## src/rtl/sw_pkg.sv

```systemverilog
`default_nettype none
// ============================================================================
// Module   : sw_pkg
// Brief    : Shared types and constants for the Smith-Waterman line feeder.
// Revision : 1.0 - initial release
// ============================================================================
package sw_pkg;

  // Unpacker control states
  typedef enum logic [1:0] {
    STATE_IDLE = 2'd0,
    STATE_RUN  = 2'd1,
    STATE_DONE = 2'd2
  } t_unpack_state;

  // One cache line carries 64 symbols; downstream derives its symbol total as count << 6
  localparam int LINE_BYTES = 64;
  localparam int CL_SHIFT   = 6;

endpackage
`default_nettype wire

```

## src/rtl/sw_line_unpacker_if.sv

```systemverilog
`default_nettype none
// ============================================================================
// Module   : sw_line_unpacker_if
// Brief    : Job config, line-in handshake and symbol-out stream bundle.
// Revision : 1.0 - initial release
// ============================================================================
interface sw_line_unpacker_if #(
  parameter int LINE_WIDTH = 512,
  parameter int SYM_WIDTH  = 8
);
  logic                  conf_in;
  logic [31:0]           count_in;
  logic [LINE_WIDTH-1:0] line_in;
  logic                  line_valid_in;
  logic                  line_ready_out;
  logic [SYM_WIDTH-1:0]  data_out;
  logic                  valid_out;
  logic                  conf_out;
  logic [31:0]           count_out;
  logic                  busy_out;
  logic                  done_out;

  // Upstream/consumer side
  modport master (
    output conf_in, count_in, line_in, line_valid_in,
    input  line_ready_out, data_out, valid_out, conf_out, count_out, busy_out, done_out
  );

  // Unpacker side
  modport slave (
    input  conf_in, count_in, line_in, line_valid_in,
    output line_ready_out, data_out, valid_out, conf_out, count_out, busy_out, done_out
  );
endinterface
`default_nettype wire

```

## src/rtl/sw_line_fifo.sv

```systemverilog
`default_nettype none
// ============================================================================
// Module   : sw_line_fifo
// Brief    : Register-array line buffer; the head entry is always presented
//            on rd_data so a pop and its consumer load share one clock edge.
// Revision : 1.0 - initial release
// ============================================================================
module sw_line_fifo #(
  parameter int WIDTH = 512,
  parameter int DEPTH = 2
) (
  input  wire logic             clk,
  input  wire logic             rst,
  input  wire logic             push,
  input  wire logic [WIDTH-1:0] wr_data,
  input  wire logic             pop,
  output logic      [WIDTH-1:0] rd_data,
  output logic                  full,
  output logic                  empty
);
  localparam int AW = $clog2(DEPTH);

  logic [WIDTH-1:0] mem [DEPTH];
  logic [AW:0]      wr_ptr;
  logic [AW:0]      rd_ptr;
  logic             do_push;
  logic             do_pop;

  // Extra pointer MSB distinguishes full from empty when the indices match
  assign empty   = (wr_ptr == rd_ptr);
  assign full    = (wr_ptr[AW] != rd_ptr[AW]) && (wr_ptr[AW-1:0] == rd_ptr[AW-1:0]);
  assign do_push = push && !full;
  assign do_pop  = pop && !empty;
  assign rd_data = mem[rd_ptr[AW-1:0]];

  // Pointer update; reset flushes the buffer
  always_ff @(posedge clk or posedge rst) begin
    if (rst) begin
      wr_ptr <= '0;
      rd_ptr <= '0;
    end else begin
      if (do_push) wr_ptr <= wr_ptr + 1'b1;
      if (do_pop)  rd_ptr <= rd_ptr + 1'b1;
    end
  end

  // Storage write; contents are don't-care until pushed
  always_ff @(posedge clk) begin
    if (do_push) mem[wr_ptr[AW-1:0]] <= wr_data;
  end

endmodule
`default_nettype wire

```

## src/rtl/sw_line_unpacker.sv

```systemverilog
`default_nettype none
// ============================================================================
// Module   : sw_line_unpacker
// Brief    : Buffers cache lines and serializes each into LSB-first symbols,
//            one per cycle, for the Smith-Waterman array; forwards job count.
// Revision : 1.0 - initial release
// ============================================================================
module sw_line_unpacker
  import sw_pkg::*;
#(
  parameter int LINE_WIDTH = 512,
  parameter int SYM_WIDTH  = 8,
  parameter int FIFO_DEPTH = 2
) (
  input wire logic          clk,
  input wire logic          rst,
  sw_line_unpacker_if.slave bus
);
  localparam int                  SYMS     = LINE_WIDTH / SYM_WIDTH;
  localparam int                  SYM_CW   = $clog2(SYMS);
  localparam logic [SYM_CW-1:0]   SYM_LAST = SYM_CW'(SYMS - 1);

  t_unpack_state         state;
  logic [31:0]           count;
  logic [31:0]           accepted;
  logic [31:0]           loaded;
  logic                  conf_q;
  logic                  busy_q;
  logic                  done_q;

  logic [LINE_WIDTH-1:0] shreg;
  logic                  sh_valid;
  logic [SYM_CW-1:0]     sym_cnt;
  logic                  sym_last;

  logic                  ready;
  logic                  fifo_push;
  logic                  fifo_pop;
  logic                  fifo_full;
  logic                  fifo_empty;
  logic [LINE_WIDTH-1:0] fifo_rd;
  logic                  job_end;

  // Ready depends on registered state only, so a same-cycle pop never feeds back into it
  assign ready     = (state == STATE_RUN) && !fifo_full && (accepted < count);
  assign fifo_push = bus.line_valid_in && ready;
  assign sym_last  = sh_valid && (sym_cnt == SYM_LAST);
  assign fifo_pop  = (state == STATE_RUN) && !fifo_empty && (!sh_valid || sym_last);
  // Last symbol of the final line leaves with nothing queued behind it
  assign job_end   = (state == STATE_RUN) && sym_last && fifo_empty && (loaded == count);

  sw_line_fifo #(
    .WIDTH (LINE_WIDTH),
    .DEPTH (FIFO_DEPTH)
  ) u_fifo (
    .clk     (clk),
    .rst     (rst),
    .push    (fifo_push),
    .wr_data (bus.line_in),
    .pop     (fifo_pop),
    .rd_data (fifo_rd),
    .full    (fifo_full),
    .empty   (fifo_empty)
  );

  // Job control FSM: conf capture, line accounting and registered status outputs
  always_ff @(posedge clk or posedge rst) begin
    if (rst) begin
      state    <= STATE_IDLE;
      count    <= '0;
      accepted <= '0;
      loaded   <= '0;
      conf_q   <= 1'b0;
      busy_q   <= 1'b0;
      done_q   <= 1'b0;
    end else begin
      conf_q <= 1'b0;
      case (state)
        STATE_IDLE, STATE_DONE: begin
          if (bus.conf_in) begin
            count    <= bus.count_in;
            conf_q   <= 1'b1;
            accepted <= '0;
            loaded   <= '0;
            if (bus.count_in == 32'd0) begin
              state  <= STATE_DONE;
              busy_q <= 1'b0;
              done_q <= 1'b1;
            end else begin
              state  <= STATE_RUN;
              busy_q <= 1'b1;
              done_q <= 1'b0;
            end
          end
        end
        STATE_RUN: begin
          if (fifo_push) accepted <= accepted + 32'd1;
          if (fifo_pop)  loaded   <= loaded + 32'd1;
          if (job_end) begin
            state  <= STATE_DONE;
            busy_q <= 1'b0;
            done_q <= 1'b1;
          end
        end
        default: begin
          state  <= STATE_IDLE;
          busy_q <= 1'b0;
          done_q <= 1'b0;
        end
      endcase
    end
  end

  // Shifter: load on pop, otherwise shift one symbol out per cycle while holding a line
  always_ff @(posedge clk or posedge rst) begin
    if (rst) begin
      shreg    <= '0;
      sh_valid <= 1'b0;
      sym_cnt  <= '0;
    end else if (fifo_pop) begin
      shreg    <= fifo_rd;
      sh_valid <= 1'b1;
      sym_cnt  <= '0;
    end else if (sh_valid) begin
      shreg   <= shreg >> SYM_WIDTH;
      sym_cnt <= sym_cnt + 1'b1;
      if (sym_last) sh_valid <= 1'b0;
    end
  end

  assign bus.line_ready_out = ready;
  assign bus.data_out       = shreg[SYM_WIDTH-1:0];
  assign bus.valid_out      = sh_valid;
  assign bus.conf_out       = conf_q;
  assign bus.count_out      = count;
  assign bus.busy_out       = busy_q;
  assign bus.done_out       = done_q;

endmodule
`default_nettype wire

```

## src/flat_wrapper.sv

```systemverilog
// flat-port wrapper written by rule: the top's interface ports become plain ports
module sw_line_unpacker_flat import sw_pkg::*;
#(
  parameter int LINE_WIDTH = 512,
  parameter int SYM_WIDTH  = 8,
  parameter int FIFO_DEPTH = 2
)
  (clk, rst, bus_conf_in, bus_count_in, bus_line_in, bus_line_valid_in, bus_line_ready_out, bus_data_out, bus_valid_out, bus_conf_out, bus_count_out, bus_busy_out, bus_done_out);
  sw_line_unpacker_if #(.LINE_WIDTH(LINE_WIDTH), .SYM_WIDTH(SYM_WIDTH)) bus_i ();
  input wire logic clk;
  input wire logic rst;
  input wire logic [$bits(bus_i.conf_in)-1:0] bus_conf_in;
  input wire logic [$bits(bus_i.count_in)-1:0] bus_count_in;
  input wire logic [$bits(bus_i.line_in)-1:0] bus_line_in;
  input wire logic [$bits(bus_i.line_valid_in)-1:0] bus_line_valid_in;
  output wire logic [$bits(bus_i.line_ready_out)-1:0] bus_line_ready_out;
  output wire logic [$bits(bus_i.data_out)-1:0] bus_data_out;
  output wire logic [$bits(bus_i.valid_out)-1:0] bus_valid_out;
  output wire logic [$bits(bus_i.conf_out)-1:0] bus_conf_out;
  output wire logic [$bits(bus_i.count_out)-1:0] bus_count_out;
  output wire logic [$bits(bus_i.busy_out)-1:0] bus_busy_out;
  output wire logic [$bits(bus_i.done_out)-1:0] bus_done_out;
  assign bus_i.conf_in = bus_conf_in;
  assign bus_i.count_in = bus_count_in;
  assign bus_i.line_in = bus_line_in;
  assign bus_i.line_valid_in = bus_line_valid_in;
  assign bus_line_ready_out = bus_i.line_ready_out;
  assign bus_data_out = bus_i.data_out;
  assign bus_valid_out = bus_i.valid_out;
  assign bus_conf_out = bus_i.conf_out;
  assign bus_count_out = bus_i.count_out;
  assign bus_busy_out = bus_i.busy_out;
  assign bus_done_out = bus_i.done_out;
  sw_line_unpacker #(.LINE_WIDTH(LINE_WIDTH), .SYM_WIDTH(SYM_WIDTH), .FIFO_DEPTH(FIFO_DEPTH)) u_core (.clk(clk), .rst(rst), .bus(bus_i));
endmodule
```

## config.mk

```make
export PLATFORM = sky130hd
export DESIGN_NAME = sw_line_unpacker_flat
export DESIGN_NICKNAME = d
export VERILOG_FILES = /design/src/rtl/sw_pkg.sv /design/src/rtl/sw_line_unpacker_if.sv /design/src/rtl/sw_line_fifo.sv /design/src/rtl/sw_line_unpacker.sv /design/src/flat_wrapper.sv
export SDC_FILE = /design/constraint.sdc
export NUM_CORES = 2
export LEC_CHECK = 0
export BUFFER_PORTS_ARGS = -buffer_cell sky130_fd_sc_hd__buf_2
export CORE_AREA = 2 2 388 390
export DETAILED_ROUTE_END_ITERATION = 6
export DIE_AREA = 0 0 390 392
export SETUP_SLACK_MARGIN = 0.4
export SLEW_MARGIN = 20
export SYNTH_ARGS = -nofsm -noshare
export SYNTH_HDL_FRONTEND = slang
export SYNTH_SLANG_ARGS = --single-unit
```

## constraint.sdc

```tcl
create_clock -name clk -period 28.4 [get_ports clk]
set_input_delay 5.68 -clock clk [delete_from_list [all_inputs] [get_ports clk]]
set_output_delay 5.68 -clock clk [all_outputs]
set_load 0.005 [all_outputs]
```

==> out/summary.txt <==
Ys Warns: 0
clk sink count: 1646
post-cts resize count: 0
global-route wire length before repair: 234000 µm
crit path to: u_core.u_fifo.mem[1][275]
critical path class: in2reg
r2r startpoint: u_core.u_fifo.rd_ptr[0]
CTS max path bufs: 3
Synth async-reset ratio: 37.8%
flop-to-flop setup slack: 21.72 ns
die height: 392 µm
routed length per instance: 20.3 µm
CTS root buf: clkbuf_16
clock skew: 0.0263 ns
residual DRC count: 0
#FFs+latches synth: 1646
CP max FO: 72
crit end category: flip-flop
final setup TNS: 0 ns
Core ar.: 149000 µm²
Post-CTS Setup Bufs: 0
Overflow after GRT: 0
Max Clock Freq: 104 MHz
combinational share of power: 17.7%
DR top layer: met5
Met2 Routed Length: 73900 µm
power per cell area: 93.2 nW/µm²
share of layout cells above drive strength 1: 16.0%
Slew headroom: 24.2%
RSZ-0062 raised after global routing: false
post-route ant nets: 0
cts-stage hold buffer count: 0
syn_nets: 5635
fin. max-slew vios: 0
final hold violations: 0
max-cap violation count: 0
met1 WL: 67200 µm
Pre-Repair DR Iteration Count: 5
P_sw: 1.99 mW
largest net degree at the start of global routing: 235
die area: 153000 µm²
Skew-Pair Late Insertion Delay: 0.79 ns
Net Sw Frac: 28.4%
Detailed Route WL: 155000 µm
ys flop type: edfxtp_1
worst-case vdd ir drop: 62.1 µV
Crit. Startpoint: bus_line_valid_in
Fill cells: 13000
GRT Total Usage: 20.1%
Via Count: 39300
sequential element share of the synthesized area: 71.4%
min Tclk post-route: 9.61 ns
result of the run: complete, no violations
CP Data Required Time: 28.80 ns
sequential share of power: 50.3%
CTS tree: done
Pint: 5.03 mW
nets@finish: 6136
Avg Cell Area, Syn: 12.8 µm²
critical path launch point type: input pin
WP data arrival: 10.01 ns
met3 routed WL: 9980 µm
synthesized area: 64900 µm²
I/O pins: 593
Mapped Cells: 5053
Tot Pwr: 7.02 mW
Layout area overhead: 16.1%
Post-DP HPWL: 101000 µm
Worst-Margin Slew: 1.14 ns
drt first-iter violations: 2563
final setup violating endpoints: 0
Critical R2R Capture: u_core.u_fifo.mem[1][275]
Via density: 5.13
clock-pin slew on the worst setup and hold paths: 0.05 ns
die width: 390 µm
Initial Util: 43.6%
cell row count: 142
initial antenna violation count: 70
Num CTS Buffers: 175
Final Cycle Share: 33.8%
H-tree levels: 4
synth unique cells: 42
Leakage: 30.1 nW
IO buf count: 592
most frequent cells in the layout: edfxtp_1 (1024), dfrtp_1 (621), buf_2 (592)
Worst R2R Path Depth: 10
vias in the first global route: 38700
clock group share of total power: 32.0%
most common cell after layout, fill and taps aside: edfxtp_1
EDFF count, synth: 1024
min-delay worst type: reg2reg
placer congestion estimate: 0.905
## worst max-delay path: stages
cell and delay [ns]:
buf_2 0.08, inv_1 0.07, a211oi_4 0.20, buf_4 0.41
and2_4 0.75, buf_4 0.77, buf_4 0.90, buf_4 0.90
## through the flow
stage          std cells  cell area (µm²)  setup slack, ns  utilization (%)  hold WS, ns
3_5_place_dp        7321            69600            17.91             46.7        0.470
5_1_grt             7657            75300            18.47             50.6        0.488
6_report            7667            75400            18.79             50.6        0.476
2_1_floorplan       5053            64900             5.30                -        0.450
4_1_cts             7651            75300            18.76             50.6        0.483
3_3_place_gp        7321            69600            17.90             46.7        0.461
## cells by family after synthesis
logic type                 Yosys count  synth area share [%]
muxes                              514                  7.93
buffers and inverters              357                  2.14
and+or+nand+nor                   1264                  7.75
xor gates and xnor gates            71                 0.958
adders and majority gates           34                 0.655
DFF                               1646                  71.4
AOI/OAI and AO/OA                 1167                  9.20
## power by group through the flow
stage,registers [mW],clock network (mW),logic [mW]
6_report,3.53,2.25,1.24
5_1_grt,3.59,2.40,1.38
4_1_cts,3.54,2.30,1.28
3_5_place_dp,3.58,0,1.28
3_3_place_gp,3.56,0,1.26
2_1_floorplan,3.74,0,0.903
## synth_stat cells (2+ instances only)
library cell	n	area [µm²]
edfxtp_1	1024	30700
dfrtp_1	622	15600
nand2_1	592	2220
o21ai_0	563	2820
a21oi_1	555	2780
nor2_1	551	2070
mux2i_1	512	5120
clkbuf_1	283	1060
xnor2_1	43	377
inv_1	41	154
ha_1	34	425
nand3_1	32	160
nand4_1	29	181
xor2_1	28	245
a31oi_1	17	106
nor4_1	16	100
buf_1	15	56.3
and3_1	14	87.6
buf_4	12	90.1
o21a_1	12	90.1
a41oi_1	7	61.3
nor3_1	6	30.0
and2_1	5	31.3
and4_1	5	43.8
buf_2	5	25.0
a211o_1	4	35.0
nand2b_1	4	25.0
a21o_1	3	22.5
a221o_1	2	20.0
mux2_2	2	22.5
nor2b_1	2	12.5
nor3_2	2	20.0
or3_1	2	12.5
## registers in the layout (all words and copies together), names as in the netlist
register              flops
u_core.state              2
u_core.u_fifo.rd_ptr      2
u_core.sym_cnt            6
u_core.u_fifo.wr_ptr      2
u_core.bus.count_out     32
u_core.accepted          32
u_core.u_fifo.mem      1024
u_core.bus.valid_out      1
u_core.shreg            512
u_core.bus.conf_out       1
u_core.loaded            32
## worst min path at each step
| stage | from | endpoint | slack (ns) | cells past startpoint |
|---|---|---|---|---|
| detailed placement | u_core.shreg[167] | u_core.shreg[167] | 0.47 | 2 |
| global route | u_core.shreg[79] | u_core.shreg[79] | 0.49 | 2 |
| global placement | u_core.shreg[372] | u_core.shreg[372] | 0.46 | 2 |
| finish | u_core.shreg[79] | u_core.shreg[79] | 0.48 | 2 |
| floorplan | u_core.shreg[100] | u_core.shreg[100] | 0.45 | 2 |
| CTS | u_core.shreg[79] | u_core.shreg[79] | 0.48 | 2 |
## layer usage
layer	vias up	GRT usage (%)
met1	19000	27.0
li1	19100	-
met4	62	6.01
met5	-	0
met3	308	5.15
met2	828	32.4
## cell type report
| cell class | count | area [µm²] | area share [%] |
|---|---|---|---|
| diodes | 16 | 40.0 | 0.0531 |
| clock buffers | 266 | 5050 | 6.71 |
| clock inverters | 64 | 692 | 0.918 |
| inverters | 42 | 165 | 0.219 |
| multi-input cells | 3050 | 17200 | 22.9 |
| flip-flops and latches | 1646 | 46300 | 61.5 |
| well taps | 1944 | 2430 | 3.23 |
| repair buffers | 639 | 3430 | 4.55 |
Note: power is estimated with default switching activity, not from simulation.
